$ cat src/rtl/carrier_demod_pkg.sv
// Shared types for the carrier demodulator.
// FSM state encoding and FIFO entry layout.
package carrier_demod_pkg;

    typedef enum logic [1:0] {
        ST_IDLE  = 2'd0,
        ST_MARK  = 2'd1,
        ST_SPACE = 2'd2
    } sym_state_t;

    // Entry layout is {level, duration}; level sits in the MSB.
    localparam int  LEVEL_W    = 1;
    localparam logic LVL_MARK  = 1'b1;
    localparam logic LVL_SPACE = 1'b0;

    function automatic int entry_width(input int dur_w);
        return dur_w + LEVEL_W;
    endfunction

endpackage

$ cat src/rtl/sync_fifo.sv
// Small synchronous FIFO with combinational head.
// Push while full is accepted only alongside a pop.
module sync_fifo #(
    parameter int WIDTH = 8,
    parameter int DEPTH = 4
) (
    input  logic             clk,
    input  logic             rst_n,
    input  logic             clr,
    input  logic             push,
    input  logic [WIDTH-1:0] push_data,
    input  logic             pop,
    output logic             full,
    output logic             empty,
    output logic [WIDTH-1:0] head
);

    localparam int AW = $clog2(DEPTH);

    logic [AW:0]      wr_ptr;
    logic [AW:0]      rd_ptr;
    logic [WIDTH-1:0] mem [DEPTH];
    logic             do_pop;
    logic             do_push;

    assign empty   = (wr_ptr == rd_ptr);
    assign full    = (wr_ptr[AW] != rd_ptr[AW]) &&
                     (wr_ptr[AW-1:0] == rd_ptr[AW-1:0]);
    assign do_pop  = pop && !empty && !clr;
    assign do_push = push && !clr && (!full || do_pop);
    assign head    = mem[rd_ptr[AW-1:0]];

    // Pointer update; clr empties the queue without touching storage.
    always_ff @(posedge clk or negedge rst_n) begin
        if (!rst_n) begin
            wr_ptr <= '0;
            rd_ptr <= '0;
        end else if (clr) begin
            wr_ptr <= '0;
            rd_ptr <= '0;
        end else begin
            if (do_push) wr_ptr <= wr_ptr + (AW+1)'(1);
            if (do_pop)  rd_ptr <= rd_ptr + (AW+1)'(1);
        end
    end

    // Storage write; reset clears entries so the head reads zero.
    always_ff @(posedge clk or negedge rst_n) begin
        if (!rst_n) begin
            for (int i = 0; i < DEPTH; i++) mem[i] <= '0;
        end else if (do_push) begin
            mem[wr_ptr[AW-1:0]] <= push_data;
        end
    end

endmodule

$ cat src/rtl/carrier_demod.sv
// Carrier envelope detector and mark/space duration meter.
// Symbols are queued for the peripheral register interface.
module carrier_demod
    import carrier_demod_pkg::*;
#(
    parameter int TIMER_WIDTH = 11,
    parameter int DUR_WIDTH   = 16,
    parameter int FIFO_DEPTH  = 4
) (
    input  logic                   clk,
    input  logic                   sys_rst_n,
    input  logic                   en,
    input  logic                   rx_in,
    input  logic                   invert,
    input  logic [TIMER_WIDTH-1:0] timeout,
    output logic                   carrier_present,
    output logic                   sym_valid,
    input  logic                   sym_ready,
    output logic                   sym_level,
    output logic [DUR_WIDTH-1:0]   sym_duration,
    output logic                   overflow,
    input  logic                   clr_overflow
);

    localparam int EW = entry_width(DUR_WIDTH);
    localparam logic [DUR_WIDTH-1:0] DUR_MAX = '1;

    logic                   sync1;
    logic                   sync2;
    logic                   prev;
    logic                   lvl;
    logic                   rx_edge;
    logic [TIMER_WIDTH-1:0] gap_cnt;
    sym_state_t             state;
    logic [DUR_WIDTH-1:0]   dur_cnt;
    logic [DUR_WIDTH-1:0]   dur_inc;
    logic                   push;
    logic [EW-1:0]          push_data;
    logic                   fifo_full;
    logic                   fifo_empty;
    logic [EW-1:0]          fifo_head;
    logic                   drop;

    assign lvl     = sync2 ^ invert;
    assign rx_edge = (lvl != prev);
    assign dur_inc = (dur_cnt == DUR_MAX) ? dur_cnt
                                          : dur_cnt + DUR_WIDTH'(1);

    // Input synchronizer and edge history; runs even when disabled.
    always_ff @(posedge clk or negedge sys_rst_n) begin
        if (!sys_rst_n) begin
            sync1 <= 1'b0;
            sync2 <= 1'b0;
            prev  <= 1'b0;
        end else begin
            sync1 <= rx_in;
            sync2 <= sync1;
            prev  <= lvl;
        end
    end

    // Envelope: any edge re-arms the gap timer; expiry drops carrier.
    always_ff @(posedge clk or negedge sys_rst_n) begin
        if (!sys_rst_n) begin
            gap_cnt         <= '0;
            carrier_present <= 1'b0;
        end else if (!en) begin
            gap_cnt         <= '0;
            carrier_present <= 1'b0;
        end else if (rx_edge) begin
            gap_cnt         <= timeout;
            carrier_present <= 1'b1;
        end else if (gap_cnt == '0) begin
            carrier_present <= 1'b0;
        end else begin
            gap_cnt <= gap_cnt - TIMER_WIDTH'(1);
        end
    end

    // Symbol emission on each envelope change or saturated space.
    always_comb begin
        push      = 1'b0;
        push_data = '0;
        unique case (state)
            ST_MARK: begin
                if (!carrier_present) begin
                    push      = en;
                    push_data = {LVL_MARK, dur_cnt};
                end
            end
            ST_SPACE: begin
                if (carrier_present || dur_cnt == DUR_MAX) begin
                    push      = en;
                    push_data = {LVL_SPACE, dur_cnt};
                end
            end
            default: ;
        endcase
    end

    // Mark/space state and duration counter.
    always_ff @(posedge clk or negedge sys_rst_n) begin
        if (!sys_rst_n) begin
            state   <= ST_IDLE;
            dur_cnt <= '0;
        end else if (!en) begin
            state   <= ST_IDLE;
            dur_cnt <= '0;
        end else begin
            unique case (state)
                ST_IDLE: begin
                    if (carrier_present) begin
                        state   <= ST_MARK;
                        dur_cnt <= DUR_WIDTH'(1);
                    end
                end
                ST_MARK: begin
                    if (!carrier_present) begin
                        state   <= ST_SPACE;
                        dur_cnt <= DUR_WIDTH'(1);
                    end else begin
                        dur_cnt <= dur_inc;
                    end
                end
                ST_SPACE: begin
                    if (carrier_present) begin
                        state   <= ST_MARK;
                        dur_cnt <= DUR_WIDTH'(1);
                    end else if (dur_cnt == DUR_MAX) begin
                        state   <= ST_IDLE;
                        dur_cnt <= '0;
                    end else begin
                        dur_cnt <= dur_inc;
                    end
                end
                default: begin
                    state   <= ST_IDLE;
                    dur_cnt <= '0;
                end
            endcase
        end
    end

    sync_fifo #(
        .WIDTH (EW),
        .DEPTH (FIFO_DEPTH)
    ) u_fifo (
        .clk       (clk),
        .rst_n     (sys_rst_n),
        .clr       (!en),
        .push      (push),
        .push_data (push_data),
        .pop       (sym_ready),
        .full      (fifo_full),
        .empty     (fifo_empty),
        .head      (fifo_head)
    );

    assign drop         = push && fifo_full && !sym_ready;
    assign sym_valid    = !fifo_empty;
    assign sym_level    = fifo_head[EW-1];
    assign sym_duration = fifo_head[DUR_WIDTH-1:0];

    // Sticky drop flag; a clear beats a same-cycle drop.
    always_ff @(posedge clk or negedge sys_rst_n) begin
        if (!sys_rst_n) begin
            overflow <= 1'b0;
        end else if (clr_overflow) begin
            overflow <= 1'b0;
        end else if (drop) begin
            overflow <= 1'b1;
        end
    end

endmodule

$ cat config.mk
export PLATFORM = sky130hd
export DESIGN_NAME = carrier_demod
export DESIGN_NICKNAME = d
export VERILOG_FILES = /design/src/rtl/carrier_demod_pkg.sv /design/src/rtl/sync_fifo.sv /design/src/rtl/carrier_demod.sv
export SDC_FILE = /design/constraint.sdc
export NUM_CORES = 1
export LEC_CHECK = 0
export ABC_CLOCK_PERIOD_IN_PS = 2600
export CORE_UTILIZATION = 30
export CTS_BUF_LIST = sky130_fd_sc_hd__clkbuf_16
export CTS_CLUSTER_SIZE = 40
export DETAILED_ROUTE_END_ITERATION = 12
export SYNTH_ARGS = -nofsm -noshare
export SYNTH_HDL_FRONTEND = slang
export SYNTH_HIERARCHICAL = 1
export SYNTH_SLANG_ARGS = --single-unit
export TNS_END_PERCENT = 20
$ cat constraint.sdc
create_clock -name clk -period 2.6 [get_ports clk]
set_clock_uncertainty 0.1 [all_clocks]
set_input_delay 0.52 -clock clk [delete_from_list [all_inputs] [get_ports clk]]
set_output_delay 0.52 -clock clk [all_outputs]
set_load 0.02 [all_outputs]
# Word-level counts from Yosys, hierarchy flattened
# Index checks and enable logic that the tools add are counted.
# word_totals
in_bits	18
out_inout_bits	20
regBits	108
word_cells	92
# classes
addsub	4
mux	37
eq_ne	14
reduce_logical	17
order_cmp	3
n_bitwise	3
# op_table
op	n
16-bit two-way mux	7
68-bit bitwise mux	1
17-bit two-way mux	4
16-bit case mux with 3 select lines	1
17-bit binary-select mux with 2-bit select	1
17-bit demux with 2-bit select	1
17-bit case mux with 2 select lines	1
11-bit two-way mux	3
16-bit by 1-bit adder with 16-bit output, second input constant	1
16-bit equality test, second input constant	1
3-bit two-way mux	4
11-bit zero test	1
11-bit by 1-bit subtractor with 11-bit output, second input constant	1
2-bit two-way mux	5
3-bit != test, second input constant	3
1-bit logical AND	8
1-bit two-way mux	7
3-bit by 1-bit adder with 3-bit output, second input constant	2
3-bit greater-or-equal comparator, second input constant	2
2-bit NOT with 3-bit output	2
2-bit case mux with 3 select lines	1
2-bit by 1-bit != test with 1-bit output, second input constant	2
4-bit != test, second input constant	1
3-bit equality test	1
13 further kinds	17

# Depth between registers and ports, before layout
# Gate-level depths: netlist (run 1).
# logic_depth
word_depth	8
mapped_depth	10
mapped_depth_nobuf	9

# Modules after synthesis
# Netlist (run 1), hierarchy kept.
# by_module_without_submodules
module	seq_area_each_um2	n_inst	cells_per_inst	area_each_um2
sync_fifo	1851.8	1	218	3722.3
carrier_demod	850.8	1	263	2258.4

# Worst setup path after synthesis (run 1)
# No wires, ideal clock.
# synth_timing
path_kind	register to register
startpoint	register dur_cnt[0]
endpoint	register u_fifo/mem[10] (netlist name)
arrival_time_ns	2.386
stages_incl_launch_ff	10
n_path_buf	1
setup_ns	0.125
synth_period_minus_slack_ns	2.611
setup_slack_ns	-0.011
t_required_ns	2.375
path_cell_list	dfrtp_1 -> ha_1 -> and4_1 -> nand4_4 -> a21oi_1 -> and2_1 -> and3b_1 -> o41ai_4 -> buf_6 -> mux2_4
# synth_between
elab_chain_cells	6
word_cells_on_any_way	9
classes_between	eq/ne: 1; mux: 5; reduce/logical: 3
# synth_rtl
element	line_no	source
from (decl)	carrier_demod.sv:35	logic [DUR_WIDTH-1:0] dur_cnt;
from (signal assigned)	carrier_demod.sv:122	dur_cnt <= dur_inc;
from (signal assigned)	carrier_demod.sv:133	dur_cnt <= dur_inc;
16-bit equality test	carrier_demod.sv:92	if (carrier_present || dur_cnt == DUR_MAX) begin
1-bit logical OR	carrier_demod.sv:92	
1-bit two-way mux	carrier_demod.sv:92	
1-bit case mux with 2 select lines	carrier_demod.sv:84	unique case (state)
net push	carrier_demod.sv:37	logic push;
1-bit logical AND (2 in a row)	sync_fifo.sv:30	assign do_push = push && !clr && (!full || do_pop);
to (signal, indexed assignment)	sync_fifo.sv:52	mem[wr_ptr[AW-1:0]] <= push_data;
to (decl)	sync_fifo.sv:22	logic [WIDTH-1:0] mem [DEPTH];
# The timed path passes the listed nets, and every way through them passes these cells.
# A chain may end at the register's enable or synchronous reset.

# Worst setup path after layout (run 1)
# layout_timing
startpoint	register u_fifo.rd_ptr[0]
endpoint	output port sym_duration[6]
# layout_between
elab_chain_cells	4
# layout_rtl
element	line_no	source
from (decl)	sync_fifo.sv:21	logic [AW:0] rd_ptr;
from (signal assigned)	sync_fifo.sv:43	if (do_pop) rd_ptr <= rd_ptr + (AW+1)'(1);
2-bit NOT with 3-bit output (implied by the code)	sync_fifo.sv:31	assign head = mem[rd_ptr[AW-1:0]];
17-bit binary-select mux with 2-bit select	sync_fifo.sv:31	
17-bit two-way mux (implied by the code) (2 in a row)	sync_fifo.sv:31	
to (decl)	carrier_demod.sv:20	output logic [DUR_WIDTH-1:0] sym_duration,
# No other way between the ends. The select of a mux whose other input is x is not followed.

==> results by group, run 1 <==
STA
  – # setup viols final: 0
  – Slew headroom: 56.62%
  – Min Tclk post-route: 2.469 ns
  – Final period utilization: 94.95%
  – Max Freq: 405.1 MHz
  – Final Hold Fails: 0
  – Max-slew violations: 0
  – Worst-margin pin slew: 0.6501 ns
  – TNS Setup: 0 ns
  – RSZ-0062 raised after global routing: false

Pwr
  – Reg power frac: 46.0%
  – P_int: 2.779 mW
  – Sw Pwr: 1.214 mW
  – Clock share of power: 31.9%
  – Max VDD drop: 0.2847 mV
  – Combinational group share of total power: 22.1%
  – Lkg Pwr: 3.360 nW
  – Sw Ratio: 30.40%
  – Pwr dens: 560.4 nW/µm²

Detailed routing
  – Initial drt markers: 312
  – Total number of vias: 3978
  – Met1 Routed Length: 6039 µm
  – Wirelength, routed: 12830 µm
  – DRC Markers: 0
  – Highest routed layer: met4
  – DR WL/cell: 15.86 µm
  – Antenna-violating nets left: 0
  – WL met2: 6281 µm
  – Met3 wire len: 336 µm
  – Initial DRT Pass Iterations: 7
  – Via density: 4.917

Worst setup path
  – Critical path class: reg -> out
  – CP cell instances: buf_12, mux4_2, dlygate4sd2_1
  – CP endpoint kind: output port
  – Worst path required time: 1.98 ns
  – Critical Path AT: 1.85 ns
  – CP peak stage delay: 0.55 ns
  – WP buf/inv: 2
  – Max FO, Critical Path: 17
  – CP startpoint kind: flop
  – Cell family with most CP delay: buffers and inverters
  – Crit path max-delay cell type: mux4_2

Placement
  – Placed cell count: 794
  – GPL Wtd Cong: 0.8066
  – Port Buffers: 37
  – Hpwl dp: 9267 µm
  – Dpl cell area: 6868 µm²

Synthesis
  – Post-Syn Nets: 513
  – Async set-reset flop share out of synthesis: 100.0%
  – YS warnings: 6
  – Synth area leader: dfrtp_1
  – Yosys top cell area share: 45.19%
  – Synth Cell Area: 5981 µm²
  – Yosys reg bits: 108
  – Top post-synthesis cells by area: dfrtp_1, mux2_4, mux4_2
  – Synth Flop Type: dfrtp_1
  – Post-Synthesis Cells: 481
  – Synth cell types: 62
  – Post-synth EDFFs: 0
  – Syn avg cell area: 12.43 µm²
  – Sequential-to-total area share from yosys stat: 45.19%

CTS
  – Clk_lat worst skew: 0.35 ns
  – Post-CTS sizing: 17
  – Post-CTS setup buffers: 0
  – CTS clk-pin slew, worst paths: 0.07 ns
  – Hold-fix buffers, CTS: 0
  – CTS Buf Count: 9
  – Number of H-tree levels: 3
  – Root buf cell: clkbuf_16
  – Clk buf depth: 2
  – Sink Count: 108
  – CTS tree: built

Finish
  – Final Core Density: 36.49%
  – Diodes inserted: 0
  – Layout Nets: 572
  – Layout cells sized above 1: 28.13%
  – Final instance area: 7124 µm²
  – Area growth from synthesis to layout: 19.12%
  – Final non-filler cell total: 809

Global routing
  – Remaining Overflow, GRT: 0
  – Vias in the first global route: 4137
  – Total global routing track utilization: 13.49%
  – First-pass GRT wire length: 21530 µm
  – Initial antenna violation count: 0
  – Pin count of the biggest net entering global routing: 48

Floorplanning
  – Initial Util: 30.63%
  – Die Y: 143.2 µm
  – Die X: 143.2 µm
  – Placeable Area: 19530 µm²
  – IO Pins: 38
  – Full die area: 20500 µm²
  – # rows: 51

Status
  – Outcome: completed

Min path
  – Worst hold path class: in -> async

Job
  – Max_cap viols: 0
-- per-stage QoR --
stage	total power, mW	setup slack, ns	hold WS [ns]
after detailed placement	2.765	0.1095	0.2379
after global placement	2.741	0.1714	0.2348
final	3.993	0.1314	0.05428
after CTS	4.061	0.05700	0.06926
after global routing	4.232	0.04275	0.08971
after floorplan	2.455	0.08792	0.1244
-- cells in the mapped netlist, types with 8 or more instances --
library cell,number
dfrtp_1,108
mux2_2,31
mux2_4,40
nor2_1,28
nor3_1,8
and2_1,21
clkbuf_1,8
ha_1,14
nand2_1,27
a21oi_1,19
inv_1,11
mux4_2,17
o21ai_0,22
nand3_1,14
-- cells by family (layout without fill, tap and decap cells) --
kind of cell / Yosys count / after routing / synth area share [%]
AO/OA/AOI/OAI: 77 / 77 / 9.729
XOR/XNOR: 14 / 14 / 2.615
buffers and inverters: 31 / 94 / 2.699
AND/OR/NAND/NOR: 143 / 143 / 13.56
adder cells (fa/ha/maj): 14 / 14 / 2.929
flip-flops: 108 / 108 / 45.19
multiplexers: 94 / 94 / 23.28
-- metal layers --
layer  vias up  global-route usage, %
li1       1894                      -
met1      2016                  18.24
met2        55                  22.05
met3        13                  2.012
met4         0                  4.358
met5         -                      0
-- placed cells by master, fill, tap and decap left out, types with 3 or more instances in the layout --
master             n
dfrtp_1          108
mux2_4            40
mux2_2            31
nor2_1            28
nand2_1           27
buf_4             25
o21ai_0           22
and2_1            20
a21oi_1           18
clkdlybuf4s50_1   18
dlygate4sd2_1     17
mux4_2            17
nand3_1           14
ha_1              14
inv_1             11
clkbuf_16          9
nor3_1             8
nand4_1            7
nand2b_1           7
xor2_1             6
mux2i_1            6
buf_12             6
o211ai_1           5
xnor2_1            5
o31ai_1            5
and4_1             4
nor2b_1            4
and3b_1            4
o41ai_4            4
and3_1             3
o41ai_1            3
-- registers in the layout, summed over array words and instances, names as in the netlist --
name / flops
sync1: 1
u_fifo/mem: 68
overflow: 1
u_fifo/rd_ptr: 3
prev: 1
u_fifo/wr_ptr: 3
gap_cnt: 11
dur_cnt: 16
state: 2
sync2: 1
carrier_present: 1
-- power groups by stage --
stage | logic, mW | registers, mW | clock network, mW
final | 0.883 | 1.83 | 1.28
after global placement | 0.882 | 1.86 | 0
after detailed placement | 0.896 | 1.87 | 0
after CTS | 0.897 | 1.84 | 1.33
after floorplan | 0.607 | 1.85 | 0
after global routing | 0.992 | 1.85 | 1.39
-- layout make-up --
class                   count  area, µm²
inverters                  12      45.04
clock buffers               9      225.2
multi-input cells         342       3124
repair buffers             67      649.4
clock inverters             6      46.29
flip-flops and latches    108       2703
fillers                  1903      12400
well taps                 265      331.6
-- path summary, 6_finish.rpt --
path	start	end	slack, ns	depth (start not counted)
max in group asynchronous	sys_rst_n	carrier_present	1.67	2
min in group clk	sync1	sync2	0.25	0
hold reg to reg	sync1	sync2	0.25	0
setup / recovery	u_fifo/rd_ptr[0]	sym_duration[6]	0.13	3
setup reg to reg	dur_cnt[1]	u_fifo/mem[26]	0.19	9
hold / removal	sys_rst_n	u_fifo/mem[65]	0.05	1
Note: power is estimated with default switching activity, not from simulation.
==> run 2, diff against run 1 <==
--- a/config.mk
+++ b/config.mk
@@ -10,6 +10,7 @@
 export CTS_BUF_LIST = sky130_fd_sc_hd__clkbuf_16
 export CTS_CLUSTER_SIZE = 40
 export DETAILED_ROUTE_END_ITERATION = 12
+export SETUP_SLACK_MARGIN = 0.3
 export SYNTH_ARGS = -nofsm -noshare
 export SYNTH_HDL_FRONTEND = slang
 export SYNTH_HIERARCHICAL = 1
==> run 2 against run 1 <==
Effect of this change: via count grew 4.1%; final area grew 4.5%; cell count grew 2.1%; worst setup slack gained 0.11 ns; critical path type is now reg -> reg; sequential share of layout area shrank 1.5 points; largest power group unchanged; routed wire length grew 6.1%; sequential cell count is the same; total power grew 6.5%; first-iteration DRC count shrank 18%; register-to-register slack gained 0.05 ns; combinational power grew 17%.
==> results by group, run 2 (synthesized netlist as in run 1, its figures left out) <==
Status
  – Outcome: completed

STA
  – RSZ-0062 raised after global routing: true
  – # setup viols final: 0 (unchanged)
  – Final Hold Fails: 0 (unchanged)
  – TNS Setup: 0 ns (unchanged)
  – Max-slew violations: 0 (unchanged)
  – Min Tclk post-route: 2.357 ns (-0.1113 ns)
  – Worst-margin pin slew: 0.6371 ns (-0.01295 ns)
  – Max Freq: 424.2 MHz (+4.7%)
  – Slew headroom: 57.49% (+0.86 points)
  – Final period utilization: 90.66% (-4.3 points)

CTS
  – Number of H-tree levels: 3 (unchanged)
  – Clk_lat worst skew: 0.36 ns (about the same)
  – Hold-fix buffers, CTS: 0 (unchanged)
  – CTS clk-pin slew, worst paths: 0.08 ns (about the same)
  – CTS Buf Count: 9 (unchanged)
  – CTS tree: built
  – Sink Count: 108 (unchanged)
  – Root buf cell: clkbuf_16
  – Clk buf depth: 2 (unchanged)

Detailed routing
  – Wirelength, routed: 13610 µm (+6.1%)
  – Initial DRT Pass Iterations: 4 (-3)
  – Met1 Routed Length: 6328 µm (+4.8%)
  – DRC Markers: 0 (unchanged)
  – DR WL/cell: 16.48 µm (+3.9%)
  – Initial drt markers: 256 (-18%)
  – Met3 wire len: 487 µm (+45%)
  – Antenna-violating nets left: 0 (unchanged)
  – WL met2: 6581 µm (+4.8%)
  – Highest routed layer: met4
  – Total number of vias: 4141 (+4.1%)
  – Via density: 5.013 (+2.0%)

Min path
  – Worst hold path class: in -> async

Worst setup path
  – WP buf/inv: 2 (unchanged)
  – Critical path class: reg -> reg
  – Crit path max-delay cell type: dfrtp_1
  – Cell family with most CP delay: simple AND/OR/NAND/NOR gates
  – Crit path depth: 10 (+7)
  – Max FO, Critical Path: 6 (-11)
  – CP endpoint kind: flop
  – Worst Reg2Reg Path Length in Cells: 10 (+1)
  – CP cell instances: ha_4, and4_4, nand4_4, a21oi_4, and2_4, and3b_1, o41ai_4, buf_4, clkbuf_16, mux2_4
  – Critical Path AT: 2.50 ns (+0.65 ns)
  – Worst path required time: 2.75 ns (+0.77 ns)
  – CP startpoint kind: flop
  – CP peak stage delay: 0.40 ns (-0.15 ns)

Finish
  – Layout Nets: 588 (+2.8%)
  – Biggest registers after layout: u_fifo/mem (68), dur_cnt (16), gap_cnt (11)
  – Most frequent cells in the layout: dfrtp_1, mux2_4, buf_4
  – Largest Register: u_fifo/mem
  – Area growth from synthesis to layout: 24.46%
  – Final Core Density: 38.12% (+1.6 points)
  – Max reg flops: 68 (unchanged)
  – Commonest non-fill, non-tap cell in the layout: dfrtp_1
  – Layout cells sized above 1: 36.90% (+8.8 points)
  – Diodes inserted: 0 (unchanged)

Global routing
  – First-pass GRT wire length: 22350 µm (+3.8%)
  – Initial antenna violation count: 0 (unchanged)
  – Remaining Overflow, GRT: 0 (unchanged)
  – Pin count of the biggest net entering global routing: 109 (+130%)
  – Total global routing track utilization: 14.03% (+0.54 points)
  – Vias in the first global route: 4299 (+3.9%)

Pwr
  – Pwr dens: 571.4 nW/µm² (+2.0%)
  – Lkg Pwr: 3.419 nW (+1.7%)
  – Max VDD drop: 0.3746 mV (+32%)

Floorplanning
  – # rows: 51 (unchanged)
  – Die Y: 143.2 µm (unchanged)
  – IO Pins: 38 (unchanged)
  – Full die area: 20500 µm² (unchanged)
  – Placeable Area: 19530 µm² (unchanged)
  – Die X: 143.2 µm (unchanged)
  – Initial Util: 30.63% (unchanged)

Job
  – Max_cap viols: 0 (unchanged)

Placement
  – GPL Wtd Cong: 0.7900 (-2.1%)
  – Hpwl dp: 8832 µm (-4.7%)
  – Port Buffers: 37 (unchanged)
-- run 2: changes by cell type in the layout (fill, tap and decap cells not counted), moves of 3 or more --
cell	change
ha_4	+3
buf_12	+3
dfrtp_2	+6
buf_6	+10
inv_8	+3
buf_2	+7
dlygate4sd2_1	-17
ha_1	-4
dfrtp_1	-6
buf_4	+8
-- run 2: path summary, 6_finish.rpt --
kind,slack (ns),startpoint,endpoint
min in group clk,0.25,sync1,sync2
min reg2reg,0.25,sync1,sync2
min,0.14,sys_rst_n,u_fifo/mem[31]
max reg2reg,0.24,dur_cnt[0],u_fifo/mem[66]
max in group asynchronous,1.80,sys_rst_n,dur_cnt[7]
max,0.24,dur_cnt[0],u_fifo/mem[66]
-- run 2: metal layers --
layer,GRT usage [%],vias to the layer above
li1,-,1923
met1,18.65,2107
met2,23.03,89
met3,2.448,22
met4,4.584,0
met5,0,-
-- run 2: what timing repair did --
item                       4_1_cts  5_1_grt
setup endpoints to repair       86      101
buffers inserted                 7        9
gates cloned                     2        1
hold endpoints to repair         0        0
pin swaps                        1        7
resized for setup               89       22
-- run 2: layout make-up --
cell class,count,area (µm²)
inverters,12,45.04
multi-input cells,342,3206
fillers,1907,12080
clock buffers,9,225.2
clock inverters,7,65.06
repair buffers,83,860.8
well taps,265,331.6
flip-flops and latches,108,2710
-- run 2: stage by stage --
stage	setup WS [ns]	area [µm²]	std cells	hold slack, ns	power, mW
4_1_cts	0.1933	7303	816	0.1621	4.238
3_3_place_gp	0.1415	6873	791	0.2368	2.744
2_1_floorplan	0.2411	6000	481	0.1244	2.464
5_1_grt	0.1672	7443	826	0.1902	4.479
3_5_place_dp	0.1089	6873	791	0.2370	2.760
6_report	0.2427	7443	826	0.1413	4.253
-- run 2: where the power goes --
part           internal (mW)  total, mW  switching (mW)
Combinational          0.478       1.03           0.557
Sequential              1.75       1.84          0.0952
Clock                  0.679       1.37           0.695
